[config.mk]
export PLATFORM = sky130hd
export DESIGN_NAME = fetch_sequencer
export DESIGN_NICKNAME = d
export VERILOG_FILES = /design/src/rtl/fetch_pkg.sv /design/src/rtl/redirect_target_gen.sv /design/src/rtl/fetch_sequencer.sv
export SDC_FILE = /design/constraint.sdc
export NUM_CORES = 1
export LEC_CHECK = 0
export CAP_MARGIN = 15
export CORE_MARGIN = 5
export CORE_UTILIZATION = 30
export DETAILED_ROUTE_END_ITERATION = 10
export GPL_TIMING_DRIVEN = 0
export HOLD_SLACK_MARGIN = 0.06
export PLACE_DENSITY_LB_ADDON = 0.08
export SYNTH_ARGS = -nofsm -noshare
export SYNTH_HDL_FRONTEND = slang
export SYNTH_SLANG_ARGS = --single-unit
[constraint.sdc]
create_clock -name clk -period 3 [get_ports clk]
set_input_delay 0.6 -clock clk [delete_from_list [all_inputs] [get_ports clk]]
set_output_delay 0.6 -clock clk [all_outputs]
set_load 0.01 [all_outputs]
[src/rtl/fetch_pkg.sv]
// Shared types and field constants for the instruction fetch sequencer.
package fetch_pkg;

    typedef enum logic {
        HOLD = 1'b0,
        REQ  = 1'b1
    } fetch_state_t;

    localparam logic [31:0] DEFAULT_RESET_PC = 32'h0000_0000;

    // J-format target field and the PC region bits it is spliced into.
    localparam int J_TGT_MSB = 25;
    localparam int J_TGT_LSB = 0;
    localparam int PC_HI_MSB = 31;
    localparam int PC_HI_LSB = 28;

endpackage

[src/rtl/redirect_target_gen.sv]
// Combinational redirect target selection: jr > j > br when strobes coincide.
module redirect_target_gen
    import fetch_pkg::*;
(
    input  logic        redir_jr,
    input  logic [31:0] redir_jr_target,
    input  logic        redir_j,
    input  logic [31:0] redir_j_instr,
    input  logic        redir_br,
    input  logic [31:0] redir_br_offset,
    input  logic [31:0] redir_pc4,
    output logic [31:0] target,
    output logic        any_redirect
);

    logic [31:0] j_target;
    logic [31:0] br_target;
    logic        unused_j_opcode;

    assign j_target  = {redir_pc4[PC_HI_MSB:PC_HI_LSB],
                        redir_j_instr[J_TGT_MSB:J_TGT_LSB], 2'b00};
    assign br_target = redir_pc4 + {redir_br_offset[29:0], 2'b00};

    // Opcode bits of the jump word play no part in the target.
    assign unused_j_opcode = ^{redir_j_instr[31:J_TGT_MSB+1], redir_br_offset[31:30]};

    always_comb begin
        target       = 32'h0000_0000;
        any_redirect = redir_jr | redir_j | redir_br;
        if (redir_jr) begin
            target = redir_jr_target;
        end else if (redir_j) begin
            target = j_target;
        end else if (redir_br) begin
            target = br_target;
        end
    end

endmodule

[src/rtl/fetch_sequencer.sv]
// Program counter owner: issues instruction fetches, delivers instructions to
// decode and applies jr/j/branch redirects, dropping responses they make stale.
module fetch_sequencer
    import fetch_pkg::*;
#(
    parameter logic [31:0] RESET_PC = DEFAULT_RESET_PC,
    parameter int          ADDR_W   = 32
) (
    input  logic              clk,
    input  logic              rst,
    input  logic              stall,
    output logic              imem_req,
    output logic [ADDR_W-1:0] imem_addr,
    input  logic              imem_ready,
    input  logic [31:0]       imem_rdata,
    output logic [31:0]       instr_out,
    output logic [ADDR_W-1:0] instr_pc4,
    output logic              instr_valid,
    input  logic              redir_jr,
    input  logic [ADDR_W-1:0] redir_jr_target,
    input  logic              redir_j,
    input  logic [31:0]       redir_j_instr,
    input  logic              redir_br,
    input  logic [31:0]       redir_br_offset,
    input  logic [ADDR_W-1:0] redir_pc4
);

    // Handshake: imem_req/imem_addr are raised from registers and held unchanged
    // until a cycle with imem_ready=1; that cycle transfers imem_rdata and ends
    // the request. stall only gates issue of new requests, never withdraws one.

    fetch_state_t      state, state_n;
    logic [ADDR_W-1:0] pc, pc_n;
    logic              pend_valid, pend_valid_n;
    logic [ADDR_W-1:0] pend_target, pend_target_n;
    logic              deliver;
    logic [ADDR_W-1:0] target;
    logic              any_redirect;
    logic [ADDR_W-1:0] pc_plus4;

    redirect_target_gen u_target (
        .redir_jr        (redir_jr),
        .redir_jr_target (redir_jr_target),
        .redir_j         (redir_j),
        .redir_j_instr   (redir_j_instr),
        .redir_br        (redir_br),
        .redir_br_offset (redir_br_offset),
        .redir_pc4       (redir_pc4),
        .target          (target),
        .any_redirect    (any_redirect)
    );

    assign pc_plus4  = pc + ADDR_W'(4);
    assign imem_req  = (state == REQ);
    assign imem_addr = pc;

    always_comb begin
        state_n       = state;
        pc_n          = pc;
        pend_valid_n  = pend_valid;
        pend_target_n = pend_target;
        deliver       = 1'b0;
        case (state)
            HOLD: begin
                // A redirect while idle only moves the PC; issue waits a cycle.
                if (any_redirect) begin
                    pc_n = target;
                end else if (!stall) begin
                    state_n = REQ;
                end
            end
            REQ: begin
                if (imem_ready) begin
                    if (any_redirect) begin
                        pc_n = target;
                    end else if (pend_valid) begin
                        pc_n = pend_target;
                    end else begin
                        pc_n    = pc_plus4;
                        deliver = 1'b1;
                    end
                    pend_valid_n = 1'b0;
                    state_n      = stall ? HOLD : REQ;
                end else if (any_redirect) begin
                    pend_valid_n  = 1'b1;
                    pend_target_n = target;
                end
            end
            default: state_n = HOLD;
        endcase
    end

    always_ff @(posedge clk) begin
        if (rst) begin
            state       <= HOLD;
            pc          <= RESET_PC;
            pend_valid  <= 1'b0;
            pend_target <= '0;
            instr_out   <= 32'h0000_0000;
            instr_pc4   <= '0;
            instr_valid <= 1'b0;
        end else begin
            state       <= state_n;
            pc          <= pc_n;
            pend_valid  <= pend_valid_n;
            pend_target <= pend_target_n;
            instr_valid <= deliver;
            if (deliver) begin
                instr_out <= imem_rdata;
                instr_pc4 <= pc_plus4;
            end
        end
    end

endmodule

# After elaboration in Yosys (flattened, before gate mapping)
# Cells that the tools add are included.
# classes
mux,18
bitwise,4
eq_ne,2
addsub,2
reduce_logical,4
# op_table
cell,n
2-to-1 mux 32 bit,7
one-hot mux 32 bit (2 select lines),1
adder 32 x 3 -> 32 bit (second input constant),1
adder 32 bit,1
2-to-1 mux 1 bit,9
!= test 2 bit (second input constant),2
AND reduction 2 bit,2
AND reduction 3 bit,1
inverter 1 bit,2
OR 1 bit,2
one-hot mux 1 bit (2 select lines),1
nonzero test 2 bit,1
# totals
output_inout_bits,98
reg_bits,131
input_bits,167
wordCells,37

# Depth between registers and ports, before layout
# Gate-level depths: netlist of run 1.
# depth
ltp_word,7
ltp_mapped,11

# Cells and area by module
# A second synthesis of run 1 with hierarchy kept.
# unflattened
cells_unflattened,1095
area_unflattened_um2,8135.3
# modules_own_cells
module,seq_area_each_um2,cells_each,area_each_um2,n_inst
fetch_sequencer,2622.5,747,5858.1,1
redirect_target_gen,0.0,348,2277.2,1

# Least setup slack after synthesis of run 1
# No wires, ideal clock.
# synth_timing
kind,input -> register
start,input redir_br_offset[0]
end,register pc[30] (netlist: imem_addr[30])
arrival_time_ns,2.643
cell_stages,11
n_path_buf,0
required_time_ns,2.864
setup_time_ns,0.136
setup_slack_ns,0.221
cell_sequence,ha_1 -> inv_1 -> fa_1 -> nand2b_1 -> a21o_1 -> a211oi_2 -> o21ai_1 -> and3_1 -> o2111a_1 -> a211oi_1 -> a311oi_1
# synth_between
elab_chain_cells,7
word_cells_on_any_way,8
classes_between,1 x add/sub; 7 x mux
# synth_rtl
element,line,source
start: declaration,fetch_sequencer.sv:24,"input logic [31:0] redir_br_offset,"
adder 32 bit (*),redirect_target_gen.sv:22,"assign br_target = redir_pc4 + {redir_br_offset[29:0], 2'b00};"
2-to-1 mux 32 bit (*),redirect_target_gen.sv:34,end else if (redir_br) begin
2-to-1 mux 32 bit (*),redirect_target_gen.sv:32,end else if (redir_j) begin
2-to-1 mux 32 bit (*),redirect_target_gen.sv:30,if (redir_jr) begin
2-to-1 mux 32 bit,fetch_sequencer.sv:74,if (any_redirect) begin
2-to-1 mux 32 bit,fetch_sequencer.sv:73,if (imem_ready) begin
one-hot mux 32 bit (2 select lines) (*),fetch_sequencer.sv:63,case (state)
end signal: assignment,fetch_sequencer.sv:104,pc <= pc_n;
end: declaration,fetch_sequencer.sv:33,"logic [ADDR_W-1:0] pc, pc_n;"
# Mark *: on every way between the ends. The rest lies on a longest branch, timed or not. The select of a mux whose other input is x is not followed.
# A chain may end at the register's enable or synchronous reset.

# Worst setup path in the final report of run 1
# layout_timing
start,input redir_br_offset[9]
end,register pc[28] (netlist: imem_addr[28])
# The elaborated chain is that of the path after synthesis.

==> results.ini, run 1 <==
[worst_hold_path]
hold_path_class=flip-flop to flip-flop
hold_depth=2

[finish]
final_cell_mix=250 x clkdlybuf4s50_1, 161 x nand2_1, 131 x dfxtp_1
utilization=0.456
nets=1523
stdcell_area_sq_um=11800
layout_commonest_cell=clkdlybuf4s50_1
syn_to_final_growth_pct=50.1
fin_cells=1675
drive_gt1_frac=0.0904

[timing]
tightestPinTransition_ns=0.693
drv_slew=0
setup_viol=0
relSlewSlack=0.538
period_minus_slack_ns=2.91
fmax_mhz=344
setup_tns_ns=0
hold_viol=0
fin_worst_skew_ns=0.00885
final.period_utilization=0.969

[drt]
wl_per_cell_um=20.2
drt_wl_total_mm=33.8
drt_iter0_drc=702
dr.pass1.iters=5
ant_nets=0
drc_errors=0
vias_per_cell=5.31
vias=8886

[placed_design]
gp_congestion=0.902
dp_cells=1627
place_area_sq_um=10800
hpwl_mm=26.9
io_buffers=254

[setup_path]
worstPathRequired_ns=3.27
reg2regPathDepth=8
worst-setup-path-type=input port to flip-flop
worstSetupEndpointType=flip-flop
critPathMaxFanout=10
cp-start-kind=input port
arrival_ns=3.18

[logic_synthesis]
ys_seq_elements=131
syn_area_per_cell_sq_um=7.58
synthCells=1038
synth-edff-count=0
synth_ff_type=dfxtp_1
ys_async_sr_fraction=0
synth_area_sq_um=7860
seq_area_frac_synth=0.333
synth_nets=1236
yosys_warnings=0
synth.distinct_cells=68

[clocking]
path_clk_slew_ns=0.06
ctsRootBufferMaster=clkbuf_16
cts_sinks=131
clock_latency_ns=0.42
cts_tree=done
cts_made_buffers=17
cts_max_level=4
clk_path_buf_depth=2

[pwr]
peakVddDrop_mv=0.326
p_total_w=0.00520
switching_share=0.308
p_comb_frac=0.230
p_leak_nw=4.16
clockPowerShare=0.412
pwr-share-seq=0.358
internal_power_w=0.00360
p_sw_w=0.00160
powerDensity_nw_per_um2=440

[global_route]
antenna_found_initial=5
gr-total-overflow=0
track_usage=0.220
grt_pass1_vias=8356
grt_pass1_wl_mm=49.9
grt_max_degree=17

[run_status]
outcome=finished, final reports clean

[die]
initial_core_util=0.303
num_io_pins=265
die-height_um=172
die_area_sq_um=29600
die_x_um=172
coreArea_sq_um=25900
row_count=59

[run]
max_cap_viol_count=0

through the flow:
stage | setup slack, ns | hold WS, ns
final | 0.0938 | 0.454
after global routing | -0.0194 | 0.469
after global placement | -1.14 | 0.441
after floorplan | 0.221 | 0.433
after detailed placement | -1.13 | 0.446
after CTS | -0.0263 | 0.453
timing repair:
| action | in CTS | in global routing |
|---|---|---|
| pin swaps | 13 | 11 |
| gates resized for setup | 22 | 44 |
| setup endpoints to repair | 36 | 52 |
| endpoints found under the hold margin | 0 | 0 |
| hold buffers | 0 | 0 |
| buffers inserted | 8 | 7 |
worst max-delay path, cell delays in order:
cell and delay [ns]:
clkdlybuf4s50_1 0.40, ha_1 0.33, buf_2 0.18, a21oi_1 0.15, o21ai_0 0.13, a21o_1 0.24, o21ai_2 0.18, buf_4 0.13
nand3_1 0.11, and4_1 0.18, nor3_1 0.40, o22ai_1 0.15
path summary, 6_finish.rpt:
path                                     start                            to  slack, ns
setup / recovery            redir_br_offset[9]    imem_addr[28]$_SDFFE_PP0P_       0.09
hold / removal    pend_target[13]$_SDFFE_PP0P_  pend_target[13]$_SDFFE_PP0P_       0.45
setup reg to reg     imem_addr[2]$_SDFFE_PP0P_    imem_addr[28]$_SDFFE_PP0P_       0.33
hold reg to reg   pend_target[13]$_SDFFE_PP0P_  pend_target[13]$_SDFFE_PP0P_       0.45
layout make-up:
class                   instances  area, sq um
well taps                     335          419
repair buffers                269         2660
fillers                      2658        14100
plain buffers                  73          312
inverters                      19         71.3
clock buffers                  17          425
diodes                          2         5.00
clock inverters                15          171
multi-input cells             814         5120
flip-flops and latches        131         2620
state kept, by name, summed over array words and instances, names as in the netlist:
register	count
imem_addr	32
instr_out	32
instr_pc4	32
pend_target	32
imem_req	1
instr_valid	1
pend_valid	1
synthesized netlist by cell type (all sizes together) (15+ instances only):
| master | instances | area [sq um] |
|---|---|---|
| nand2 | 161 | 604 |
| dfxtp | 131 | 2620 |
| a21oi | 109 | 549 |
| nor2 | 109 | 424 |
| a211oi | 63 | 488 |
| o21ai | 61 | 309 |
| clkbuf | 53 | 199 |
| ha | 30 | 375 |
| nand3 | 30 | 155 |
| buf | 21 | 108 |
| xnor2 | 21 | 184 |
| xor2 | 20 | 175 |
| inv | 19 | 71.3 |
| a21o | 16 | 120 |
| and3 | 16 | 100 |
| nor3 | 15 | 86.3 |
power groups by stage:
stage               Combinational (W)  Sequential (W)  Clock (W)
floorplan                    0.000534         0.00190          0
global placement              0.00108         0.00190          0
detailed placement            0.00109         0.00190          0
CTS                           0.00113         0.00186    0.00217
global route                  0.00128         0.00187    0.00226
finish                        0.00119         0.00186    0.00214
cell families after synthesis:
| family | after synthesis | share of synthesized area |
|---|---|---|
| AOI/OAI and AO/OA | 343 | 0.281 |
| xor gates and xnor gates | 41 | 0.0457 |
| adders and majority gates | 31 | 0.0503 |
| buffers and inverters | 93 | 0.0481 |
| DFF | 131 | 0.333 |
| muxes | 7 | 0.00955 |
| and+or+nand+nor | 392 | 0.232 |
layer usage:
metal	routed length (um)	vias to the layer above	GRT usage	share of wire
li1	-	4345	-	-
met1	14700	4159	0.294	0.44
met2	15500	325	0.357	0.46
met3	2610	51	0.0519	0.077
met4	894	6	0.0619	0.026
met5	39	-	0	0.0012
No activity file was read; power rests on OpenSTA's default activity.
==> run 2, diff against run 1 <==
--- a/config.mk
+++ b/config.mk
@@ -8,6 +8,7 @@
 export CAP_MARGIN = 15
 export CORE_MARGIN = 5
 export CORE_UTILIZATION = 30
+export CTS_BUF_LIST = sky130_fd_sc_hd__clkbuf_4
 export DETAILED_ROUTE_END_ITERATION = 10
 export GPL_TIMING_DRIVEN = 0
 export HOLD_SLACK_MARGIN = 0.06
==> run 2 against run 1 <==
  * Sequential share of layout area is 1.0 points higher
  * Utilization decreased by 2.0 points
  * Clock skew grew 0.014 ns
  * Wire length fell by 0.93%
  * Global-route usage about the same
  * Register-to-register slack about the same
  * Clock-buffer cell count unchanged
  * First-iteration DRC count fell by 3.1%
  * Cell area fell by 4.3%
  * Die area stayed put
  * Maximum frequency grew 1.1%
==> results.ini, run 2 (synthesis gave the netlist of run 1 again) <==
[setup_path]
cp-start-kind=input port
arrival_ns=3.35
critPathMaxFanout=4
worstSetupEndpointType=flip-flop
worstPathRequired_ns=3.47
worst-setup-path-type=input port to flip-flop

[finish]
multi_input_area_sq_um=4970
area.sequential_sq_um=2620
fin_cells=1670
nets=1517
final_cell_mix=252 x clkdlybuf4s50_1, 161 x nand2_1, 131 x dfxtp_1
layout_commonest_cell=clkdlybuf4s50_1
stdcell_area_sq_um=11300
utilization=0.436
drive_gt1_frac=0.0691
nFillCells=2691
syn_to_final_growth_pct=43.7

[timing]
relSlewSlack=0.534
final.period_utilization=0.958
worst_slack_ns=0.125
whs_ns=0.460
fin_worst_skew_ns=0.0225
period_minus_slack_ns=2.87
tightestPinTransition_ns=0.699
rsz0062_at_grt=false
setup_viol=0
drv_slew=0
hold_viol=0
fmax_mhz=348

[die]
die_area_sq_um=29600
row_count=59
die-height_um=172
initial_core_util=0.303
num_io_pins=265
coreArea_sq_um=25900
die_x_um=172

[clocking]
path_clk_slew_ns=0.13
cts_tree=done
cts_sinks=131
clock_latency_ns=0.56
clk_path_buf_depth=2
postCtsHoldBufs=0
cts_max_level=4
ctsRootBufferMaster=clkbuf_4
cts_made_buffers=17

[placed_design]
dp_cells=1627
dp_slack_ns=-1.13
hpwl_mm=26.9
place_area_sq_um=10800
io_buffers=254
gp_congestion=0.902

[run]
max_cap_viol_count=0

[pwr]
switching_share=0.342
p_comb_frac=0.264
peakVddDrop_mv=0.222
internal_power_w=0.00283
pwr-share-seq=0.433
powerDensity_nw_per_um2=381
clockPowerShare=0.304
p_leak_nw=3.97
p_sw_w=0.00147

[global_route]
grt_max_degree=17
antenna_found_initial=6
grt_pass1_vias=8304
track_usage=0.220
grt_pass1_wl_mm=49.7
gr-total-overflow=0

[run_status]
outcome=finished, final reports clean

[drt]
wl_per_cell_um=20.1
met2_length_mm=15.2
top_layer_used=met5
drt_wl_total_mm=33.5
drt_iter0_drc=680
wl_met3_mm=2.30
drc_errors=0
drt-met1-wl_mm=14.9
ant_nets=0
vias=8762
vias_per_cell=5.25
dr.pass1.iters=7

[worst_hold_path]
hold_path_class=flip-flop to flip-flop

## run 2: cell types whose count changed in the layout (fill, tap and decap cells not counted), sizes merged
cell           previous run  this run
diode                     2         3
clkbuf                   69        70
dlygate4sd2               2         0
clkdlybuf4s50           250       252
buf                      36        29
## run 2: path summary, 6_finish.rpt
path                              start                          to  slack (ns)  depth (start not counted)
max                  redir_br_offset[1]  imem_addr[12]$_SDFFE_PP0P_        0.13                         11
min          instr_out[25]$_SDFFE_PP0P_  instr_out[25]$_SDFFE_PP0P_        0.46                          2
max reg2reg   imem_addr[2]$_SDFFE_PP0P_  imem_addr[28]$_SDFFE_PP0P_        0.33                          8
min reg2reg  instr_out[25]$_SDFFE_PP0P_  instr_out[25]$_SDFFE_PP0P_        0.46                          2
## run 2: final cells by class
cell class,count,share of cell area
multi-input cells,814,0.439
flip-flops and latches,131,0.232
clock inverters,15,0.0152
inverters,19,0.00631
repair buffers,262,0.231
plain buffers,74,0.0271
clock buffers,17,0.0113
diodes,3,0.000664
well taps,335,0.0371
## run 2: routing by layer
| metal | up-vias | GRT usage |
|---|---|---|
| li1 | 4337 | - |
| met1 | 4084 | 0.295 |
| met2 | 287 | 0.351 |
| met3 | 48 | 0.0498 |
| met4 | 6 | 0.0694 |
| met5 | - | 0 |
## run 2: power groups by stage
stage / clock network [W] / registers (W) / logic, W
6_report: 0.00131 / 0.00186 / 0.00114
5_1_grt: 0.00141 / 0.00187 / 0.00123
4_1_cts: 0.00134 / 0.00186 / 0.00112
3_5_place_dp: 0 / 0.00190 / 0.00109
3_3_place_gp: 0 / 0.00190 / 0.00108
2_1_floorplan: 0 / 0.00190 / 0.000534
## run 2: stage by stage
step / power, W / setup TNS, ns
after CTS: 0.00432 / 0
after global routing: 0.00451 / 0
final: 0.00431 / 0
after floorplan: 0.00243 / 0
after detailed placement: 0.00299 / -37.19
after global placement: 0.00299 / -37.42
## run 2: timing repair
item,4_1_cts,5_1_grt
setup buffers,5,3
endpoints found under the setup margin,18,25
gates resized for setup,12,11
pin swaps,10,7
## run 2: worst max-delay path, cell delays in order
cell and delay, ns:
clkdlybuf4s50_1 0.49, inv_1 0.07, fa_2 0.39, nand2b_4 0.16
a21o_4 0.24, a211oi_2 0.27, o21ai_0 0.16, nor3b_1 0.20
o31ai_4 0.35, a22oi_1 0.18, a211oi_1 0.24
